`src/rtl/memory_arbiter.sv`:
```
// Round-robin arbiter sharing one off-chip memory port between two cache controllers.
// Writes broadcast an invalidate of the written address to the non-owning cache.
module memory_arbiter #(
    parameter int REQ_WIDTH  = 25,
    parameter int ADDR_WIDTH = 16,
    parameter int RESP_WIDTH = 16
) (
    input  logic                  clock,
    input  logic                  reset,
    input  logic [REQ_WIDTH-1:0]  memory_request_0,
    input  logic [REQ_WIDTH-1:0]  memory_request_1,
    input  logic                  memory_request_ready_0,
    input  logic                  memory_request_ready_1,
    output logic [RESP_WIDTH-1:0] memory_response_0,
    output logic [RESP_WIDTH-1:0] memory_response_1,
    output logic                  memory_response_ready_0,
    output logic                  memory_response_ready_1,
    output logic [REQ_WIDTH-1:0]  mem_request,
    output logic                  mem_request_valid,
    input  logic [RESP_WIDTH-1:0] mem_response,
    input  logic                  mem_response_valid,
    output logic [ADDR_WIDTH-1:0] invalidate_address,
    output logic                  invalidate_valid_0,
    output logic                  invalidate_valid_1,
    output logic                  grant,
    output logic                  busy
);

    typedef enum logic [1:0] {IDLE, ISSUE, WAIT, RESPOND} state_t;

    state_t                state_q, state_d;
    logic [REQ_WIDTH-1:0]  mem_request_q, mem_request_d;
    logic                  mem_request_valid_q, mem_request_valid_d;
    logic [ADDR_WIDTH-1:0] invalidate_address_q, invalidate_address_d;
    logic                  invalidate_valid_0_q, invalidate_valid_0_d;
    logic                  invalidate_valid_1_q, invalidate_valid_1_d;
    logic [RESP_WIDTH-1:0] memory_response_0_q, memory_response_0_d;
    logic [RESP_WIDTH-1:0] memory_response_1_q, memory_response_1_d;
    logic                  memory_response_ready_0_q, memory_response_ready_0_d;
    logic                  memory_response_ready_1_q, memory_response_ready_1_d;
    logic                  grant_q, grant_d;
    logic                  last_grant_q, last_grant_d;
    logic                  served_0_q, served_0_d;
    logic                  served_1_q, served_1_d;
    logic                  busy_q, busy_d;

    logic                  eligible_0, eligible_1;
    logic                  grant_sel;
    logic [REQ_WIDTH-1:0]  sel_request;

    // A ready still held after its response must not be serviced a second time.
    assign eligible_0 = memory_request_ready_0 & ~served_0_q;
    assign eligible_1 = memory_request_ready_1 & ~served_1_q;

    always_comb begin
        state_d                   = state_q;
        mem_request_d             = mem_request_q;
        mem_request_valid_d       = 1'b0;
        invalidate_address_d      = invalidate_address_q;
        invalidate_valid_0_d      = 1'b0;
        invalidate_valid_1_d      = 1'b0;
        memory_response_0_d       = memory_response_0_q;
        memory_response_1_d       = memory_response_1_q;
        memory_response_ready_0_d = 1'b0;
        memory_response_ready_1_d = 1'b0;
        grant_d                   = grant_q;
        last_grant_d              = last_grant_q;
        served_0_d                = served_0_q & memory_request_ready_0;
        served_1_d                = served_1_q & memory_request_ready_1;
        grant_sel                 = (eligible_0 && eligible_1) ? ~last_grant_q : eligible_1;
        sel_request               = grant_sel ? memory_request_1 : memory_request_0;

        case (state_q)
            IDLE: begin
                if (eligible_0 || eligible_1) begin
                    state_d             = ISSUE;
                    mem_request_d       = sel_request;
                    mem_request_valid_d = 1'b1;
                    grant_d             = grant_sel;
                    last_grant_d        = grant_sel;
                    if (sel_request[REQ_WIDTH-1]) begin
                        invalidate_address_d = sel_request[ADDR_WIDTH-1:0];
                        invalidate_valid_0_d = grant_sel;
                        invalidate_valid_1_d = ~grant_sel;
                    end
                end
            end
            ISSUE: state_d = WAIT;
            WAIT: begin
                if (mem_response_valid) begin
                    state_d = RESPOND;
                    if (grant_q) begin
                        memory_response_1_d       = mem_response;
                        memory_response_ready_1_d = 1'b1;
                        served_1_d                = 1'b1;
                    end else begin
                        memory_response_0_d       = mem_response;
                        memory_response_ready_0_d = 1'b1;
                        served_0_d                = 1'b1;
                    end
                end
            end
            RESPOND: state_d = IDLE;
            default: state_d = IDLE;
        endcase

        busy_d = (state_d != IDLE);
    end

    // last_grant resets to 1 so that cache 0 wins the first tie.
    always_ff @(posedge clock) begin
        if (reset) begin
            state_q                   <= IDLE;
            mem_request_q             <= '0;
            mem_request_valid_q       <= 1'b0;
            invalidate_address_q      <= '0;
            invalidate_valid_0_q      <= 1'b0;
            invalidate_valid_1_q      <= 1'b0;
            memory_response_0_q       <= '0;
            memory_response_1_q       <= '0;
            memory_response_ready_0_q <= 1'b0;
            memory_response_ready_1_q <= 1'b0;
            grant_q                   <= 1'b0;
            last_grant_q              <= 1'b1;
            served_0_q                <= 1'b0;
            served_1_q                <= 1'b0;
            busy_q                    <= 1'b0;
        end else begin
            state_q                   <= state_d;
            mem_request_q             <= mem_request_d;
            mem_request_valid_q       <= mem_request_valid_d;
            invalidate_address_q      <= invalidate_address_d;
            invalidate_valid_0_q      <= invalidate_valid_0_d;
            invalidate_valid_1_q      <= invalidate_valid_1_d;
            memory_response_0_q       <= memory_response_0_d;
            memory_response_1_q       <= memory_response_1_d;
            memory_response_ready_0_q <= memory_response_ready_0_d;
            memory_response_ready_1_q <= memory_response_ready_1_d;
            grant_q                   <= grant_d;
            last_grant_q              <= last_grant_d;
            served_0_q                <= served_0_d;
            served_1_q                <= served_1_d;
            busy_q                    <= busy_d;
        end
    end

    assign mem_request             = mem_request_q;
    assign mem_request_valid       = mem_request_valid_q;
    assign invalidate_address      = invalidate_address_q;
    assign invalidate_valid_0      = invalidate_valid_0_q;
    assign invalidate_valid_1      = invalidate_valid_1_q;
    assign memory_response_0       = memory_response_0_q;
    assign memory_response_1       = memory_response_1_q;
    assign memory_response_ready_0 = memory_response_ready_0_q;
    assign memory_response_ready_1 = memory_response_ready_1_q;
    assign grant                   = grant_q;
    assign busy                    = busy_q;

endmodule

```
`config.mk`:
```
export PLATFORM = sky130hd
export DESIGN_NAME = memory_arbiter
export DESIGN_NICKNAME = d
export VERILOG_FILES = /design/src/rtl/memory_arbiter.sv
export SDC_FILE = /design/constraint.sdc
export NUM_CORES = 1
export LEC_CHECK = 0
export ABC_AREA = 0
export ABC_CLOCK_PERIOD_IN_PS = 3200
export CORE_MARGIN = 3
export CORE_UTILIZATION = 46
export CTS_CLUSTER_DIAMETER = 50
export CTS_CLUSTER_SIZE = 16
export DETAILED_ROUTE_END_ITERATION = 8
export PLACE_DENSITY_LB_ADDON = 0.3
export SETUP_SLACK_MARGIN = 0.4
export SLEW_MARGIN = 40
export SYNTH_ARGS = -nofsm -noshare
export SYNTH_HDL_FRONTEND = slang
export SYNTH_SLANG_ARGS = --single-unit
```
`constraint.sdc`:
```
create_clock -name clock -period 3.2 [get_ports clock]
set_input_delay 0.32 -clock clock [delete_from_list [all_inputs] [get_ports clock]]
set_output_delay 0.32 -clock clock [all_outputs]
set_load 0.05 [all_outputs]
```
==> results of run 1 <==
==> per-layer routing <==
metal	global-route usage, %	vias up	wire length, um
met1	26.94	1565	4173
met3	4.701	18	677
met2	37.87	113	4990
met4	10.22	0	200
met5	0	-	0
li1	-	1663	-
==> power breakdown <==
group	switching, uW	total [uW]	internal, uW
Sequential	125	1430	1300
Combinational	1460	2230	770
Clock	412	702	290
==> cells by family (layout without fill, tap and decap cells) <==
logic type      count (synthesis)  count (layout)
compound gates                115             115
simple gates                  114             114
flops                          85              85
buf+inv                        54             195
mux                            24              24
fa+ha+maj                       3               3
==> through the flow <==
| stage | hold WS (ps) | instances |
|---|---|---|
| after floorplan | 435.9 | 395 |
| after global placement | 441.2 | 619 |
| after detailed placement | 448.5 | 619 |
| after CTS | 462.1 | 635 |
| after global routing | 476.8 | 635 |
| final | 462.2 | 635 |
==> Yosys cell counts <==
cell | count | share of area (%)
nor3_1 | 2 | 0.27
a221oi_2 | 7 | 2.9
a21oi_4 | 1 | 0.45
buf_2 | 9 | 1.2
nand2_1 | 68 | 7.0
a31oi_1 | 1 | 0.17
nor2b_2 | 1 | 0.24
buf_4 | 4 | 0.82
a21bo_2 | 1 | 0.27
o21ai_4 | 1 | 0.45
inv_1 | 20 | 2.1
nand2b_1 | 2 | 0.34
nand2b_4 | 1 | 0.38
mux2i_1 | 24 | 6.6
buf_6 | 6 | 1.9
o31ai_1 | 17 | 3.5
a211oi_1 | 18 | 3.7
nand3_1 | 1 | 0.14
a211oi_2 | 6 | 2.1
a21oi_1 | 36 | 4.9
a221oi_1 | 9 | 2.2
buf_1 | 1 | 0.10
a21boi_2 | 1 | 0.31
clkinv_1 | 1 | 0.10
clkbuf_1 | 13 | 1.3
nor2_1 | 32 | 3.3
nand2_4 | 1 | 0.31
dfxtp_1 | 85 | 47
nor3b_1 | 1 | 0.21
nand3b_1 | 1 | 0.21
or2_2 | 1 | 0.17
and3_1 | 3 | 0.52
ha_1 | 3 | 1.0
a211o_1 | 17 | 4.1
==> layout make-up <==
class	instances	area share, %
clock buffers	9	2.332
multi-input cells	256	31.49
inverters	21	1.484
well taps	99	2.332
clock inverters	7	1.036
repair buffers	158	29.30
flip-flops and latches	85	32.03
==> worst reg2reg max path: cells and delay by family, from the launching register on <==
kind / cells / cell delay [ps]
flip-flops: 1 / 340
AND/OR/NAND/NOR: 2 / 930
AO/OA/AOI/OAI: 2 / 540
==> path summary, 6_finish.rpt <==
check                                       end  depth (start not counted)  slack (ps)                         startpoint
max          invalidate_address[7]$_SDFFE_PP0P_                          5        1020             memory_request_ready_1
min reg2reg   memory_response_0[1]$_SDFFE_PP0P_                          2         460  memory_response_0[1]$_SDFFE_PP0P_
min           memory_response_0[1]$_SDFFE_PP0P_                          2         460  memory_response_0[1]$_SDFFE_PP0P_
max reg2reg  invalidate_address[7]$_SDFFE_PP0P_                          4        1250              served_1_q$_SDFF_PP0_
==> registers in the layout, summed over array words and instances, names as in the netlist, 2 cells and up <==
register,cells
invalidate_address,16
mem_request,25
memory_response_0,16
memory_response_1,16
state_q,2
==> impl_metrics.csv, run 1 <==
group,metric,value,unit
run_status,outcome,"finished, final reports clean",
cells_and_area,drive_gt1_share,8.582,%
worst_setup_path,end_kind,"register",
detailed_routing,first_pass_iters,4,
cells_and_area,fillers,618,
placement,place.gp.congestion,0.7498,
floorplan,dieArea,9018,sq um
detailed_routing,drt-vias-per-instance,5.290,
floorplan,initial_core_util,48.89,%
synth,synth_warnings,0,
synth,yosysUniqueCellTypes,34,
sta,hold_viol,0,
cells_and_area,insertedDiodeCount,0,
cells_and_area,final_area,5313,sq um
synth,avgSynthCellArea,9.218,sq um
synth,synth_nets,469,
sta,rsz0062_at_grt,"no",
power_and_ir_drop,power-per-cell-area,820.3,nW/um^2
clock_tree,cts_max_level,3,
detailed_routing,drtAntennaViolNets,0,
hold_path,hp-class,"reg2reg",
worst_setup_path,crit_buf_inv,1,
clock_tree,ctsResizeCount,0,
clock_tree,clkLatencyLatePin,360,ps
cells_and_area,final_cell_mix,"clkdlybuf4s50_1 (149), dfxtp_1 (85), nand2_1 (68)",
clock_tree,cts_max_path_buffers,2,
placement,io_buffers,150,
global_route,grt_start_max_net_pins,43,
clock_tree,cts_setup_buffers,0,
sta,slew_viol_final,0,
sta,fin_worst_skew,13.72,ps
global_route,grtUsageTotal,22.31,%
detailed_routing,wl_per_cell,15.81,um
sta,slew_headroom,46.83,%
worst_setup_path,cp_max_fo,42,
clock_tree,cts_hold_buf,0,
cells_and_area,final_common_cell,"clkdlybuf4s50_1",
worst_setup_path,start_kind,"primary input",
synth,synth_top_family_by_area,"compound AO/OA/AOI/OAI gates",
cells_and_area,area_delta_synth_final,45.91,%
clock_tree,cts_tree,"built",
worst_setup_path,cp.required,3400,ps
placement,place_area,5134,sq um
sta,setup_slack,1020,ps
clock_tree,clkTransAtPathRegs,90,ps
worst_setup_path,critical-path-top-delay-family,"simple AND/OR/NAND/NOR gates",
synth,yosys.area_share.simple,13.09,%
sta,finalCritPeriodShare,68.11,%
power_and_ir_drop,p_leak,0.001987,uW
worst_setup_path,cp_slowest_cell,"clkdlybuf4s50_1",
sta,min_period,2180,ps
synth,synth-seq-cells,85,
cells_and_area,nNetsFinal,605,
detailed_routing,drt-initial-drc-count,139,
worst_setup_path,worstPathCellList,"clkdlybuf4s50_1 > nor2b_2 > nand2_4 > o31ai_1 > a221oi_1",
clock_tree,cts_inserted_buffers,9,
global_route,grt_pass1_vias,3301,
global_route,grt_pass1_wl,15850,um
cells_and_area,final_util,71.34,%
clock_tree,cts-root-buf,"clkbuf_8",
sta,fmax,458.8,MHz
global_route,antenna_found_initial,0,
synth,netlist_area,3641,sq um
cells_and_area,seq_area,1702,sq um
sta,worst_slew_pin_slew,797.6,ps
power_and_ir_drop,ir_drop,0.0005125,V
worst_setup_path,cp_data_arrival_time,2380,ps
placement,dp_hpwl,7255,um
power_and_ir_drop,p_total,4358,uW
cells_and_area,multi_input_area,1673,sq um
clock_tree,cts_sinks,85,
placement,place_ws,633.4,ps
sta,setup_viol,0,
synth,synth_compound_area_share,25.02,%
synth,ys_seq_area_share,46.74,%
floorplan,fp.dieW,94.97,um
global_route,grt.overflow.total,0,
run,drv_cap,0,
detailed_routing,drcViolationCount,0,
floorplan,core-area,7447,sq um
sta,tns,0,ps
detailed_routing,vias,3359,
synth,synth_fa_ha_area_share,1.031,%
floorplan,rows,31,
synth,synth_xor_area_share,0,%
detailed_routing,wl,10040,um
floorplan,die_h,94.97,um
worst_setup_path,crit_type,"in2reg",
synth,synth_mux_area_share,6.598,%
floorplan,io_pins,151,
synth,synth_cells,395,
worst_setup_path,critPathMaxStageDelay,540,ps
(Power assumes the default switching activity.)
==> run 2: changes to the inputs <==
--- a/config.mk
+++ b/config.mk
@@ -6,9 +6,9 @@
 export NUM_CORES = 1
 export LEC_CHECK = 0
 export ABC_AREA = 0
-export ABC_CLOCK_PERIOD_IN_PS = 3200
+export ABC_CLOCK_PERIOD_IN_PS = 1900
 export CORE_MARGIN = 3
-export CORE_UTILIZATION = 46
+export CORE_UTILIZATION = 39
 export CTS_CLUSTER_DIAMETER = 50
 export CTS_CLUSTER_SIZE = 16
 export DETAILED_ROUTE_END_ITERATION = 8
==> constraint.sdc (replaced) <==
create_clock -name clock -period 1.9 [get_ports clock]
set_input_delay 0.19 -clock clock [delete_from_list [all_inputs] [get_ports clock]]
set_output_delay 0.19 -clock clock [all_outputs]
set_load 0.05 [all_outputs]
==> run 2 against run 1 <==
Routed wire length rose by 13%. Sequential share of layout area fell by 2.4 points. Design area rose by 8.5%. Via count rose by 5.2%. Clock power rose by 94%. Worst setup slack got worse by 600 ps. First-iteration DRC count fell by 5.8%. Total power rose by 86%. Global-route usage fell by 1.7 points. Largest cell class is now buffers. Combinational power rose by 95%. Hold slack got worse by 170 ps.
==> impl_metrics.csv, run 2 (synthesized netlist as in run 1, its figures left out) <==
group,metric,value,unit
worst_setup_path,crit_type,"reg2reg",
clock_tree,cts-root-buf,"clkbuf_8",
worst_setup_path,cp.required,2140,ps
clock_tree,cts_tree,"built",
floorplan,core-area,8891,sq um
global_route,antenna_found_initial,0,
power_and_ir_drop,power-per-cell-area,1408,nW/um^2
placement,place_ws,-54.44,ps
clock_tree,clkTransAtPathRegs,90,ps
floorplan,dieArea,10530,sq um
cells_and_area,final_common_cell,"dfxtp_1",
clock_tree,cts_inserted_buffers,9,
cells_and_area,insertedDiodeCount,0,
global_route,grt.overflow.total,0,
run_status,outcome,"finished, final reports clean",
sta,min_period,1481,ps
worst_setup_path,cp_data_arrival_time,1720,ps
global_route,grt_start_max_net_pins,46,
floorplan,io_pins,151,
sta,slew_viol_final,0,
global_route,grt_pass1_wl,16990,um
sta,worst_slew_pin_slew,553.3,ps
clock_tree,cts_hold_buf,0,
sta,fmax,675.3,MHz
placement,dp_cells,642,
global_route,grt_pass1_vias,3442,
cells_and_area,nNetsFinal,632,
detailed_routing,wl_per_cell,16.98,um
detailed_routing,vias,3534,
floorplan,die_h,102.6,um
detailed_routing,drtAntennaViolNets,0,
worst_setup_path,cp_max_fo,9,
sta,finalCritPeriodShare,77.94,%
sta,hold_viol,0,
sta,setup_slack,419.1,ps
global_route,grtUsageTotal,20.61,%
clock_tree,cts_sinks,85,
detailed_routing,drt-initial-drc-count,131,
detailed_routing,first_pass_iters,4,
clock_tree,cts_max_path_buffers,2,
detailed_routing,drcViolationCount,0,
placement,place.gp.congestion,0.7777,
worst_setup_path,start_kind,"register",
floorplan,initial_core_util,40.95,%
cells_and_area,drive_gt1_share,17.23,%
worst_setup_path,end_kind,"register",
clock_tree,clkLatencyLatePin,350,ps
run,drv_cap,0,
clock_tree,cts_max_level,3,
sta,fin_worst_skew,9.067,ps
cells_and_area,area_delta_synth_final,58.32,%
cells_and_area,stdcell_count,671,
placement,io_buffers,150,
detailed_routing,drt-vias-per-instance,5.267,
sta,setup_viol,0,
floorplan,fp.dieW,102.6,um
floorplan,rows,34,
detailed_routing,wl,11390,um
power_and_ir_drop,p_leak,0.002533,uW
cells_and_area,fillers,767,
cells_and_area,final_cell_mix,"dfxtp_1 (81), dlygate4sd2_1 (75), clkdlybuf4s50_1 (69)",
hold_path,hp-class,"in2reg",
power_and_ir_drop,ir_drop,0.0008726,V
cells_and_area,largest_register_ffs,25,
sta,rsz0062_at_grt,"yes",
placement,dp_hpwl,7970,um
sta,slew_headroom,63.26,%
==> run 2: report_power, final <==
part | switching (uW) | total, uW | internal (uW)
registers | 209 | 2410 | 2200
clock network | 669 | 1360 | 693
logic | 2720 | 4340 | 1620
total | 3600 | 8120 | 4520
==> run 2: worst paths after layout <==
path / startpoint / to / slack, ps / depth (start not counted)
worst max-delay path: served_0_q$_SDFF_PP0_ / invalidate_address[7]$_SDFFE_PP0P_ / 420 / 6
worst min-delay path: reset / memory_response_0[14]$_SDFFE_PP0P_ / 290 / 2
worst max register to register: served_0_q$_SDFF_PP0_ / invalidate_address[7]$_SDFFE_PP0P_ / 420 / 6
worst min register to register: memory_response_0[14]$_SDFFE_PP0P_ / memory_response_0[14]$_SDFFE_PP0P_ / 450 / 2
==> run 2: critical path, stage by stage (launching register included) <==
cell and delay, ps:
dfxtp_2 330, nand3b_1 170, buf_6 160, buf_4 170, a211o_1 320, o31ai_1 110, a221oi_2 100
==> run 2: layer usage <==
layer / vias up / global-route usage (%) / part of all wire (%)
met5: - / 0 / 0
met4: 0 / 8.073 / 2.3
met3: 19 / 6.157 / 6.7
met1: 1679 / 23.69 / 41
met2: 113 / 35.85 / 50
li1: 1723 / - / -
==> run 2: timing repair <==
action | in CTS | in global routing
setup endpoints to repair | 122 | 61
pin swaps | 0 | 13
buffers inserted | 3 | 5
gates cloned | 0 | 5
resized for setup | 85 | 34
==> run 2: area by class of cell <==
cell class	count	area [sq um]	area share [%]
Timing Repair Buffer	185	1837	31.86
Multi-Input combinational cell	256	1790	31.06
Sequential cell	85	1707	29.61
Clock buffer	11	151.4	2.626
Tap cell	108	135.1	2.344
Inverter	21	78.83	1.367
Clock inverter	5	65.06	1.129
==> run 2: per-stage QoR <==
stage | hold WS [ps] | power, uW | util [%] | area, sq um | TNS, ps
detailed placement | 446.5 | 6395 | 59.77 | 5314 | -390.3
global route | 300.5 | 8525 | 64.83 | 5764 | 0
finish | 289.0 | 8118 | 64.83 | 5764 | 0
floorplan | 326.0 | 5098 | - | 3643 | 0
global placement | 441.3 | 6313 | 59.77 | 5314 | 0
CTS | 271.4 | 7546 | 61.51 | 5469 | 0
